$ cat src/rtl/bcd_countdown.sv
// Multi-digit BCD down-counter with preload, start/pause control, a one-cycle
// done strobe on reaching zero and a sticky invalid-preload flag.
module bcd_countdown #(
  parameter int DIGITS = 4
) (
  input  logic                  iClk,
  input  logic                  iRst,
  input  logic                  iLoad,
  input  logic [4*DIGITS-1:0]   iValue,
  input  logic                  iStart,
  input  logic                  iStop,
  input  logic                  iC,
  output logic [4*DIGITS-1:0]   oS,
  output logic                  oBusy,
  output logic                  oDone,
  output logic                  oErr,
  output logic [1:0]            oState
);

  localparam int W = 4 * DIGITS;

  typedef enum logic [1:0] {
    IDLE  = 2'd0,
    RUN   = 2'd1,
    PAUSE = 2'd2,
    DONE  = 2'd3
  } state_t;

  state_t         state;
  state_t         stateNext;
  logic [W-1:0]   sNext;
  logic [W-1:0]   sDec;
  logic           doneNext;
  logic           errNext;
  logic           valueOk;

  function automatic logic allBcd(input logic [W-1:0] v);
    logic ok;
    ok = 1'b1;
    for (int i = 0; i < DIGITS; i++) begin
      if (v[4*i +: 4] > 4'd9) ok = 1'b0;
    end
    return ok;
  endfunction

  // Borrow ripples from digit 0 upward; a zero digit under borrow becomes 9.
  function automatic logic [W-1:0] bcdDec(input logic [W-1:0] v);
    logic [W-1:0] r;
    logic         borrow;
    r      = v;
    borrow = 1'b1;
    for (int i = 0; i < DIGITS; i++) begin
      if (borrow) begin
        if (v[4*i +: 4] == 4'd0) begin
          r[4*i +: 4] = 4'd9;
        end else begin
          r[4*i +: 4] = v[4*i +: 4] - 4'd1;
          borrow      = 1'b0;
        end
      end
    end
    return r;
  endfunction

  assign valueOk = allBcd(iValue);
  assign sDec    = bcdDec(oS);
  assign oState  = state;

  // Ignored commands do not block lower-priority ones; priority only
  // matters between commands that would each take effect.
  always_comb begin
    stateNext = state;
    sNext     = oS;
    doneNext  = 1'b0;
    errNext   = oErr;
    if (iLoad) begin
      if (valueOk) begin
        sNext     = iValue;
        errNext   = 1'b0;
        stateNext = IDLE;
      end else begin
        errNext   = 1'b1;
      end
    end else if (iStop && (state == RUN)) begin
      stateNext = PAUSE;
    end else if (iStart && ((state == IDLE) || (state == PAUSE))) begin
      if (oS != '0) begin
        stateNext = RUN;
      end else begin
        stateNext = DONE;
        doneNext  = 1'b1;
      end
    end else if (iStart && (state == DONE) && (oS == '0)) begin
      stateNext = DONE;
      doneNext  = 1'b1;
    end else if (iC && (state == RUN)) begin
      sNext = sDec;
      if (sDec == '0) begin
        stateNext = DONE;
        doneNext  = 1'b1;
      end
    end
  end

  always_ff @(posedge iClk or negedge iRst) begin
    if (!iRst) begin
      state <= IDLE;
      oS    <= '0;
      oBusy <= 1'b0;
      oDone <= 1'b0;
      oErr  <= 1'b0;
    end else begin
      state <= stateNext;
      oS    <= sNext;
      oBusy <= (stateNext == RUN);
      oDone <= doneNext;
      oErr  <= errNext;
    end
  end

endmodule

$ cat config.mk
export PLATFORM = sky130hd
export DESIGN_NAME = bcd_countdown
export DESIGN_NICKNAME = d
export VERILOG_FILES = /design/src/rtl/bcd_countdown.sv
export SDC_FILE = /design/constraint.sdc
export NUM_CORES = 1
export LEC_CHECK = 0
export CORE_ASPECT_RATIO = 2
export CORE_MARGIN = 1
export CORE_UTILIZATION = 35
export CTS_CLUSTER_DIAMETER = 60
export CTS_CLUSTER_SIZE = 14
export DETAILED_ROUTE_END_ITERATION = 10
export PLACE_DENSITY_LB_ADDON = 0.05
export SETUP_SLACK_MARGIN = 0.1
export SYNTH_ARGS = -nofsm -noshare
export SYNTH_HDL_FRONTEND = slang
export SYNTH_SLANG_ARGS = --single-unit
$ cat constraint.sdc
create_clock -name iClk -period 2.05 [get_ports iClk]
set_clock_uncertainty 0.2 [all_clocks]
set_input_delay 0.205 -clock iClk [delete_from_list [all_inputs] [get_ports iClk]]
set_output_delay 0.205 -clock iClk [all_outputs]
set_load 0.01 [all_outputs]
==> metrics, run 1 <==
status=complete, but fails checks; violated checks=negative setup slack; Hold WC Path Type=in -> async; sequential share of the synthesized area=0.363; first-pass GRT wire length=8380 um; Diodes inserted=0; PortBufs=42; post-DR wirelength/cell=around 17 um; max_cap viols=0; final instance area=between 2000 and 2500 um2; Detailed Route WL=between 5000 and 6000 um; leak pwr=a little over 1 nW; Period Utilization, post-route=1.08; gr ovfl total=0; CTS tree=yes; crit-path max FO=4; via/cell ratio=approximately 5.6; final worst slack=-0.163 ns; register bit count reported by yosys=21; Die W=47.5 um; mapped cell area=around 1400 um2; DR iter-0 viols=24; CTS buffer count=3; kind of critical path=reg -> reg; Synth top area share=0.363; DIE AREA=between 4000 and 5000 um2; Hold Vio Cnt, Final=0; worst slew pin tran=approximately 0.41 ns; I/O pin total=43; Area contributors post-synth=dfrtp_1 (36%), nor2_1 (6.7%), o21ai_0 (4.5%), a21oi_1 (4.1%), nand2_1 (3.6%); Syn Inst Count=between 150 and 200; post-synth cell types=42; die height=between 90 and 100 um; clock latency on the worst-skew pair=0.26 ns; placed cell count=roughly 300; Synth Flop Type=dfrtp_1; DP Wirelength=4010 um; Final ANT Viol Nets=0; power density over cell area=680 nW/um2; Worst Setup Start Kind=flip-flop; Initial Util=0.369; Final Slew Violations=0; Peak Freq=452 MHz; Place WS=-0.183 ns; Critical Path AT=around 2.2 ns; crit path time final=about 2.2 ns; CP top delay family=simple AND/OR/NAND/NOR gates; Synth area leader=dfrtp_1; yosys synthesis warning count=0; worst path buffer plus inverter count=1; Area Overhead vs Synth=68.5%; critical path, cell by cell=inv_2, ha_4, or4b_4, nor4b_4, nand3_1, mux2_2, o22ai_2; unrepaired setup endpoints after global routing=true; clk slew on worst S/H paths=around 0.08 ns; CP Depth=7; clk root buf=clkbuf_8; via count=1738; pin count of the biggest net entering global routing=22; Remaining DRCs=0; Crit. Startpoint=oS[1]$_DFFE_PN0P_; row cnt=32; Net Count, Synth=between 150 and 200; CTS HTree Levels=1; Worst IR Drop VDD=about 0.00053 V; Async SR Flop Fraction=1.00; layout cell share with drive strength beyond 1=0.310; CTS Sinks=21; hold_buf cts=0; Worst Path Required=~2 ns; Placed Area=2270 um2; vias in the first global route=~1800; Setup Viol. Count Final=12; Post-synth EDFFs=0; Core Footprint=slightly below 4000 um2; Detailed Routing Iterations Pass 1=4; R2R setup slack=-0.16 ns; R2R cell count=7; NumNets Final=around 280; Mapped Avg Cell Area=around 8.5 um2; antenna violations before repair=0; Fin Hold WS=~0.094 ns; critical path's slowest cell=or4b_4; Total Routing Usage GR=0.263; RR Startpoint=oS[1]$_DFFE_PN0P_; Final GP Congestion=approximately 0.85; endpoint class of the critical path=flip-flop; Final Non-Filler Cells=~310; Max transition margin=0.724; delay of the slowest critical-path stage=about 0.48 ns; R2R Path End=oS[10]$_DFFE_PN0P_; Clock Tree Buf Depth=2
[cells in the final DEF (no fill, tap or decap), drive strengths merged, types with 3 or more instances in the layout]
cell and instances:
buf 48, nor2 26, a21oi 12, inv 6
o311ai 3, nand2b 3, o21ai 13, and3 3
o22ai 6, nand2 14, nor2b 3, ha 3
dfrtp 21, nor3 5, o221a 3, nand4 5
clkbuf 4, nand3 8, a31oi 4, mux2i 3
clkdlybuf4s50 42
[repair_timing]
item / 4_1_cts / 5_1_grt
pin swaps: 2 / 5
buffers inserted: 1 / 1
gates resized for setup: 12 / 11
setup endpoints to repair: 13 / 14
[worst reg2reg max path, delay by kind of cell, from the launching register on]
kind	cells	cell delay, ns
AOI/OAI and AO/OA	1	0.13
adders and majority gates	1	0.15
buffers and inverters	1	0.08
DFF	1	0.41
muxes	1	0.29
and+or+nand+nor	3	0.89
[where the power goes]
group          switching [W]  internal, W  leakage (nW)
Combinational       0.000369     0.000436         0.767
Sequential         0.0000887     0.000489         0.242
Clock               0.000138     0.000139        0.0228
Total               0.000596      0.00106          1.03
[per-stage QoR]
stage	total power [W]	utilization	setup TNS (ns)
final	0.00166	0.621	-1.06
after global routing	0.00176	0.621	-2.19
after CTS	0.00165	0.606	-0.916
after detailed placement	0.00136	0.578	-1.24
after global placement	0.00134	0.578	-0.563
after floorplan	0.000917	-	-0.685
[worst max path at each step]
stage	to	slack [ns]
after floorplan	oBusy$_DFF_PN0_	-0.19
after global routing	oS[11]$_DFFE_PN0P_	-0.26
final	oS[10]$_DFFE_PN0P_	-0.16
after detailed placement	oS[15]$_DFFE_PN0P_	-0.18
after global placement	oBusy$_DFF_PN0_	-0.11
after CTS	oS[10]$_DFFE_PN0P_	-0.17
[per-layer routing]
layer	GRT usage	wire [um]
met5	0	0
met4	0.140	242
met3	0.0273	163
met2	0.479	3030
met1	0.264	1790
[cell usage after synthesis, types with 2 or more instances]
master	n
nand2_1	14
nor2_1	26
nand2b_1	3
inv_1	6
nor2b_1	3
a31oi_1	4
a21oi_1	12
o311ai_0	2
mux2i_1	3
buf_6	2
a211oi_1	2
nor4b_4	2
dfrtp_1	21
nand3_1	8
o22ai_1	6
nor4_1	2
o221a_1	2
ha_1	3
o31ai_1	2
clkbuf_1	5
nand4_1	5
and3_1	2
nor3_1	5
o21ai_0	13
[flip-flops by register name, indices dropped and copies added (netlist names)]
name	flops
oState	2
oErr	1
oBusy	1
oS	16
oDone	1
[cell families (layout without fill, tap and decap cells)]
group                      after synthesis  in the layout  synth area share
xor gates and xnor gates                 1              1           0.00605
buffers and inverters                   13            100            0.0441
muxes                                    4              4            0.0285
adders and majority gates                3              3            0.0259
and+or+nand+nor                         78             78             0.303
AOI/OAI and AO/OA                       51             51             0.230
DFF                                     21             21             0.363
[final cells by class]
type / instances / area [um2]
tap: 51 / 63.8
clock buffer: 4 / 45.0
inverter: 6 / 22.5
fill: 386 / 1490
timing repair buffer: 90 / 792
multi-input combinational: 137 / 987
sequential: 21 / 528
(Power assumes the default switching activity.)
==> inputs of run 2 (changes only) <==
PLACE_DENSITY_LB_ADDON = 0.12   (was 0.05)
==> run 2 against run 1 <==
Against the previous run: the flow still finishes with violations (negative setup slack); die area did not move; via count rose by 0.46%; first-iteration DRC count rose by 58%; non-clock buffer count rose by 12; critical path depth did not move; wire length rose by 2.7%; flip-flop and latch count did not move; count of clock-buffer cells in the layout did not move; critical endpoint unchanged; highest routed layer unchanged; design area rose by 3.8%; global-route usage fell by 0.22 points.
==> metrics, run 2 (synthesis results as in run 1) <==
Final Slew Violations=0 (unchanged); layout cell share with drive strength beyond 1=0.348 (+0.0381); DIE AREA=4410 um2 (unchanged); max reg flops=16 (unchanged); final worst slack=-0.209 ns (-0.0461 ns); most frequent cells in the layout=buf_4 (57), clkdlybuf4s50_1 (42), nor2_1 (25); pin count of the biggest net entering global routing=22 (unchanged); CTS Sinks=21 (unchanged); CTS buffer count=3 (unchanged); post-DR wirelength/cell=16.7 um (-1.2%); DR iter-0 viols=38 (+58%); most flop-heavy register=oS; Final Util=0.645 (+0.0239); Fin Setup TNS=-1.14 ns (-0.0827 ns); placed cell count=307 (+1.3%); Worst Path Required=2.04 ns (about the same); Die W=47.5 um (unchanged); Setup Viol. Count Final=13 (+1); Max transition margin=0.736 (+0.0123); DP Wirelength=4020 um (+0.26%); endpoint class of the critical path=flip-flop; Final GP Congestion=0.906 (+6.9%); Detailed Routing Iterations Pass 1=5 (+1); clk root buf=clkbuf_8; Hold WC Path Type=in -> async; clock latency on the worst-skew pair=0.27 ns (about the same); via/cell ratio=5.44 (-3.3%); Core Footprint=3920 um2 (unchanged); Total Routing Usage GR=0.261 (-0.00221); crit path time final=2.26 ns (+0.0461 ns); NumNets Final=296 (+4.2%); Detailed Route WL=5370 um (+2.7%); Period Utilization, post-route=1.10 (+0.0225); clk slew on worst S/H paths=0.08 ns (about the same); die height=93.0 um (unchanged); worst slew pin tran=0.396 ns (-0.0184 ns); Critical Path AT=2.25 ns (+0.05 ns); I/O pin total=43 (unchanged); Clock Tree Buf Depth=2 (unchanged); PortBufs=42 (unchanged); gr ovfl total=0 (unchanged); via count=1746 (+0.46%); max_cap viols=0 (unchanged); commonest non-fill, non-tap cell in the layout=buf_4; status=complete, but fails checks; unrepaired setup endpoints after global routing=true; Initial Util=0.369 (unchanged); crit-path max FO=4 (unchanged); violated checks=negative setup slack; antenna violations before repair=0 (unchanged); Final Non-Filler Cells=321 (+3.9%); kind of critical path=reg -> reg; Area Overhead vs Synth=74.9%; vias in the first global route=1796 (-2.2%); Peak Freq=443 MHz (-2.0%); Hold Vio Cnt, Final=0 (unchanged); Remaining DRCs=0 (unchanged); CTS tree=yes; row cnt=32 (unchanged); leak pwr=1.10 nW (+6.4%); first-pass GRT wire length=8160 um (-2.6%); Final ANT Viol Nets=0 (unchanged); Diodes inserted=0 (unchanged); Worst IR Drop VDD=0.000651 V (+23%); power density over cell area=672 nW/um2 (-1.2%); CTS HTree Levels=1 (unchanged); Worst Setup Start Kind=flip-flop
## run 2: final timing paths
kind                                    from            endpoint  slack [ns]  depth (start not counted)
setup / recovery           oS[1]$_DFFE_PN0P_  oS[10]$_DFFE_PN0P_       -0.21                          7
hold / removal                          iRst  oS[14]$_DFFE_PN0P_        0.08                          2
setup reg to reg           oS[1]$_DFFE_PN0P_  oS[10]$_DFFE_PN0P_       -0.21                          7
hold reg to reg             oErr$_DFFE_PN0P_    oErr$_DFFE_PN0P_        0.30                          2
max in group asynchronous               iRst   oS[0]$_DFFE_PN0P_        1.31                          2
min in group iClk           oErr$_DFFE_PN0P_    oErr$_DFFE_PN0P_        0.30                          2
## run 2: repair_timing
item,4_1_cts,5_1_grt
pin swaps,8,8
setup endpoints to repair,12,18
gates resized for setup,14,10
hold buffers,0,0
buffers inserted,5,5
## run 2: cell type report
cell class / instances / area [um2]
clock buffer: 4 / 45.0
fill: 387 / 1390
inverter: 6 / 22.5
multi-input combinational: 137 / 991
sequential: 21 / 528
tap: 51 / 63.8
timing repair buffer: 102 / 882
## run 2: through the flow
| step | cell area, um2 | hold WS, ns | setup WS (ns) | power, W |
|---|---|---|---|---|
| after floorplan | 1480 | -0.291 | -0.189 | 0.000917 |
| after global placement | 2300 | 0.280 | -0.175 | 0.00134 |
| after detailed placement | 2300 | 0.292 | -0.217 | 0.00136 |
| after CTS | 2460 | 0.0968 | -0.217 | 0.00170 |
| after global routing | 2530 | 0.124 | -0.279 | 0.00180 |
| final | 2530 | 0.0850 | -0.209 | 0.00170 |
## run 2: where the power goes
group / total [W] / internal, W / switching, W
logic: 0.000838 / 0.000465 / 0.000372
clock network: 0.000289 / 0.000139 / 0.000150
registers: 0.000575 / 0.000488 / 0.0000864
## run 2: layer usage
layer,GRT usage,vias up,wire [um]
li1,-,841,-
met1,0.262,842,1960
met2,0.471,49,3040
met3,0.0292,14,167
met4,0.145,0,202
met5,0,-,0
## run 2: critical path, stage by stage, from the launching register on
cell,delay (ns)
dfrtp_2,0.41
inv_2,0.08
ha_4,0.15
or4b_4,0.48
nor4b_4,0.30
nand3_1,0.14
mux2_4,0.29
o22ai_2,0.14
==> inputs of run 3 (changes only) <==
REMOVE_ABC_BUFFERS = 1   (was unset)
==> run 3 against run 2 <==
Against the previous run: highest routed layer unchanged; count of clock-buffer cells in the layout unchanged; power decreased by 1.2%; the flow still finishes with violations (negative setup slack); critical path depth unchanged; first-iteration DRC count grew 84%.
==> metrics, run 3 (synthesis results as in run 1) <==
Total Routing Usage GR=0.257 (-0.00400); clk slew on worst S/H paths=0.08 ns (about the same); leak pwr=1.07 nW (-3.0%); DP Wirelength=4030 um (+0.39%); Final Slew Violations=0 (unchanged); crit-path max FO=4 (unchanged); critical path's slowest cell=or4b_4; Diodes inserted=0 (unchanged); Initial Util=0.369 (unchanged); DR iter-0 viols=70 (+84%); worst slew pin tran=0.391 ns (-0.00425 ns); Peak Freq=455 MHz (+2.8%); DIE AREA=4410 um2 (unchanged); vias in the first global route=1850 (+3.0%); violated checks=negative setup slack; final worst slack=-0.147 ns (+0.0615 ns); layout cell share with drive strength beyond 1=0.305 (-0.0436); Detailed Route WL=5160 um (-3.9%); pin count of the biggest net entering global routing=22 (unchanged); Worst Path Required=2.00 ns (-0.04 ns); unrepaired setup endpoints after global routing=true; RR Startpoint=oS[0]$_DFFE_PN0P_; commonest non-fill, non-tap cell in the layout=buf_4; Placed Area=2290 um2 (-0.49%); crit path time final=2.20 ns (-0.0615 ns); CP top delay family=simple AND/OR/NAND/NOR gates; R2R Path End=oS[11]$_DFFE_PN0P_; max reg flops=16 (unchanged); R2R cell count=7 (unchanged); R2R setup slack=-0.15 ns (+0.06 ns); endpoint class of the critical path=flip-flop; Crit. Startpoint=oS[0]$_DFFE_PN0P_; via count=1793 (+2.7%); Area Overhead vs Synth=68.6%; Hold Vio Cnt, Final=0 (unchanged); row cnt=32 (unchanged); most flop-heavy register=oS; worst path buffer plus inverter count=1 (unchanged); via/cell ratio=5.66 (+4.0%); first-pass GRT wire length=8170 um (about the same); clock latency on the worst-skew pair=0.27 ns (about the same); power density over cell area=689 nW/um2 (+2.5%); CTS Sinks=21 (unchanged); Clock Tree Buf Depth=2 (unchanged); Worst IR Drop VDD=0.000526 V (-19%); delay of the slowest critical-path stage=0.47 ns (about the same); Max transition margin=0.739 (+0.00284); post-DR wirelength/cell=16.3 um (-2.7%); Remaining DRCs=0 (unchanged); PortBufs=42 (unchanged); max_cap viols=0 (unchanged); gr ovfl total=0 (unchanged); critical path, cell by cell=inv_2, ha_4, or4b_4, nor4b_4, nor2b_2, mux2i_1, a21oi_1; Period Utilization, post-route=1.07 (-0.0300); Final GP Congestion=0.893 (-1.5%); Setup Viol. Count Final=9 (-4); Worst Setup Start Kind=flip-flop; clk root buf=clkbuf_8; final instance area=2440 um2 (-3.6%); CP Depth=7 (unchanged); Fin Hold WS=0.0856 ns (+0.000667 ns); status=complete, but fails checks; CTS HTree Levels=1 (unchanged); die height=93.0 um (unchanged); I/O pin total=43 (unchanged); Final ANT Viol Nets=0 (unchanged); Critical Path AT=2.15 ns (-0.10 ns); antenna violations before repair=0 (unchanged); CTS tree=yes; Detailed Routing Iterations Pass 1=4 (-1); # fillers=381 (-1.6%); most frequent cells in the layout=buf_4 (54), clkdlybuf4s50_1 (42), nor2_1 (25); NumNets Final=292 (-1.4%); Die W=47.5 um (unchanged); hold_buf cts=0 (unchanged); Core Footprint=3920 um2 (unchanged); Hold WC Path Type=in -> async; kind of critical path=reg -> reg; CTS buffer count=3 (unchanged)
[run 3: cell types whose count changed in the layout (fill, tap and decap cells not counted), moves of 2 or more]
| cell | before | now |
|---|---|---|
| o21ai_1 | 2 | 5 |
| nor4_1 | 0 | 2 |
| dfrtp_2 | 2 | 0 |
| nor4_2 | 2 | 0 |
| buf_4 | 57 | 54 |
| o311ai_1 | 0 | 2 |
| o21ai_0 | 10 | 7 |
| dfrtp_1 | 19 | 21 |
[run 3: routing by layer]
metal,track usage,wire length [um],up-vias
li1,-,-,836
met3,0.0273,217,21
met2,0.467,3010,63
met5,0,0,-
met4,0.152,259,0
met1,0.251,1670,873
[run 3: worst reg2reg max path, stage by stage, from the launching register on]
cell     delay, ns
dfrtp_1       0.40
inv_2         0.09
ha_4          0.14
or4b_4        0.47
nor4b_4       0.30
nor2b_2       0.21
mux2i_1       0.20
a21oi_1       0.08
[run 3: power by group]
part	switching, W	internal [W]	total, W
sequential	0.0000818	0.000486	0.000568
clock	0.000144	0.000139	0.000283
combinational	0.000372	0.000458	0.000831
total	0.000598	0.00108	0.00168
[run 3: worst max-delay path by stage]
| stage | endpoint | slack, ns |
|---|---|---|
| finish | oS[11]$_DFFE_PN0P_ | -0.15 |
| global route | oS[10]$_DFFE_PN0P_ | -0.24 |
| CTS | oS[10]$_DFFE_PN0P_ | -0.18 |
| detailed placement | oS[14]$_DFFE_PN0P_ | -0.18 |
| global placement | oS[14]$_DFFE_PN0P_ | -0.14 |
| floorplan | oBusy$_DFF_PN0_ | -0.23 |
[run 3: repair_timing]
item                       in CTS  in global routing
resized for setup              19                  8
buffers inserted                2                  1
setup endpoints to repair      13                 17
pin swaps                      10                 10
[run 3: metrics by stage]
| step | power [W] | std cells | setup TNS [ns] | util | worst slack [ns] |
|---|---|---|---|---|---|
| after detailed placement | 0.00134 | 310 | -1.94 | 0.583 | -0.180 |
| after CTS | 0.00166 | 316 | -0.787 | 0.615 | -0.175 |
| after global routing | 0.00178 | 317 | -1.55 | 0.622 | -0.237 |
| after floorplan | 0.000878 | 164 | -1.19 | - | -0.231 |
| final | 0.00168 | 317 | -0.605 | 0.622 | -0.147 |
| after global placement | 0.00133 | 310 | -1.18 | 0.583 | -0.141 |
[run 3: layout make-up]
cell class	instances	area, um2	area share
inverter	6	22.5	0.00923
timing repair buffer	98	848	0.348
multi-input combinational	137	936	0.383
clock buffer	4	45.0	0.0185
tap	51	63.8	0.0261
sequential	21	526	0.215
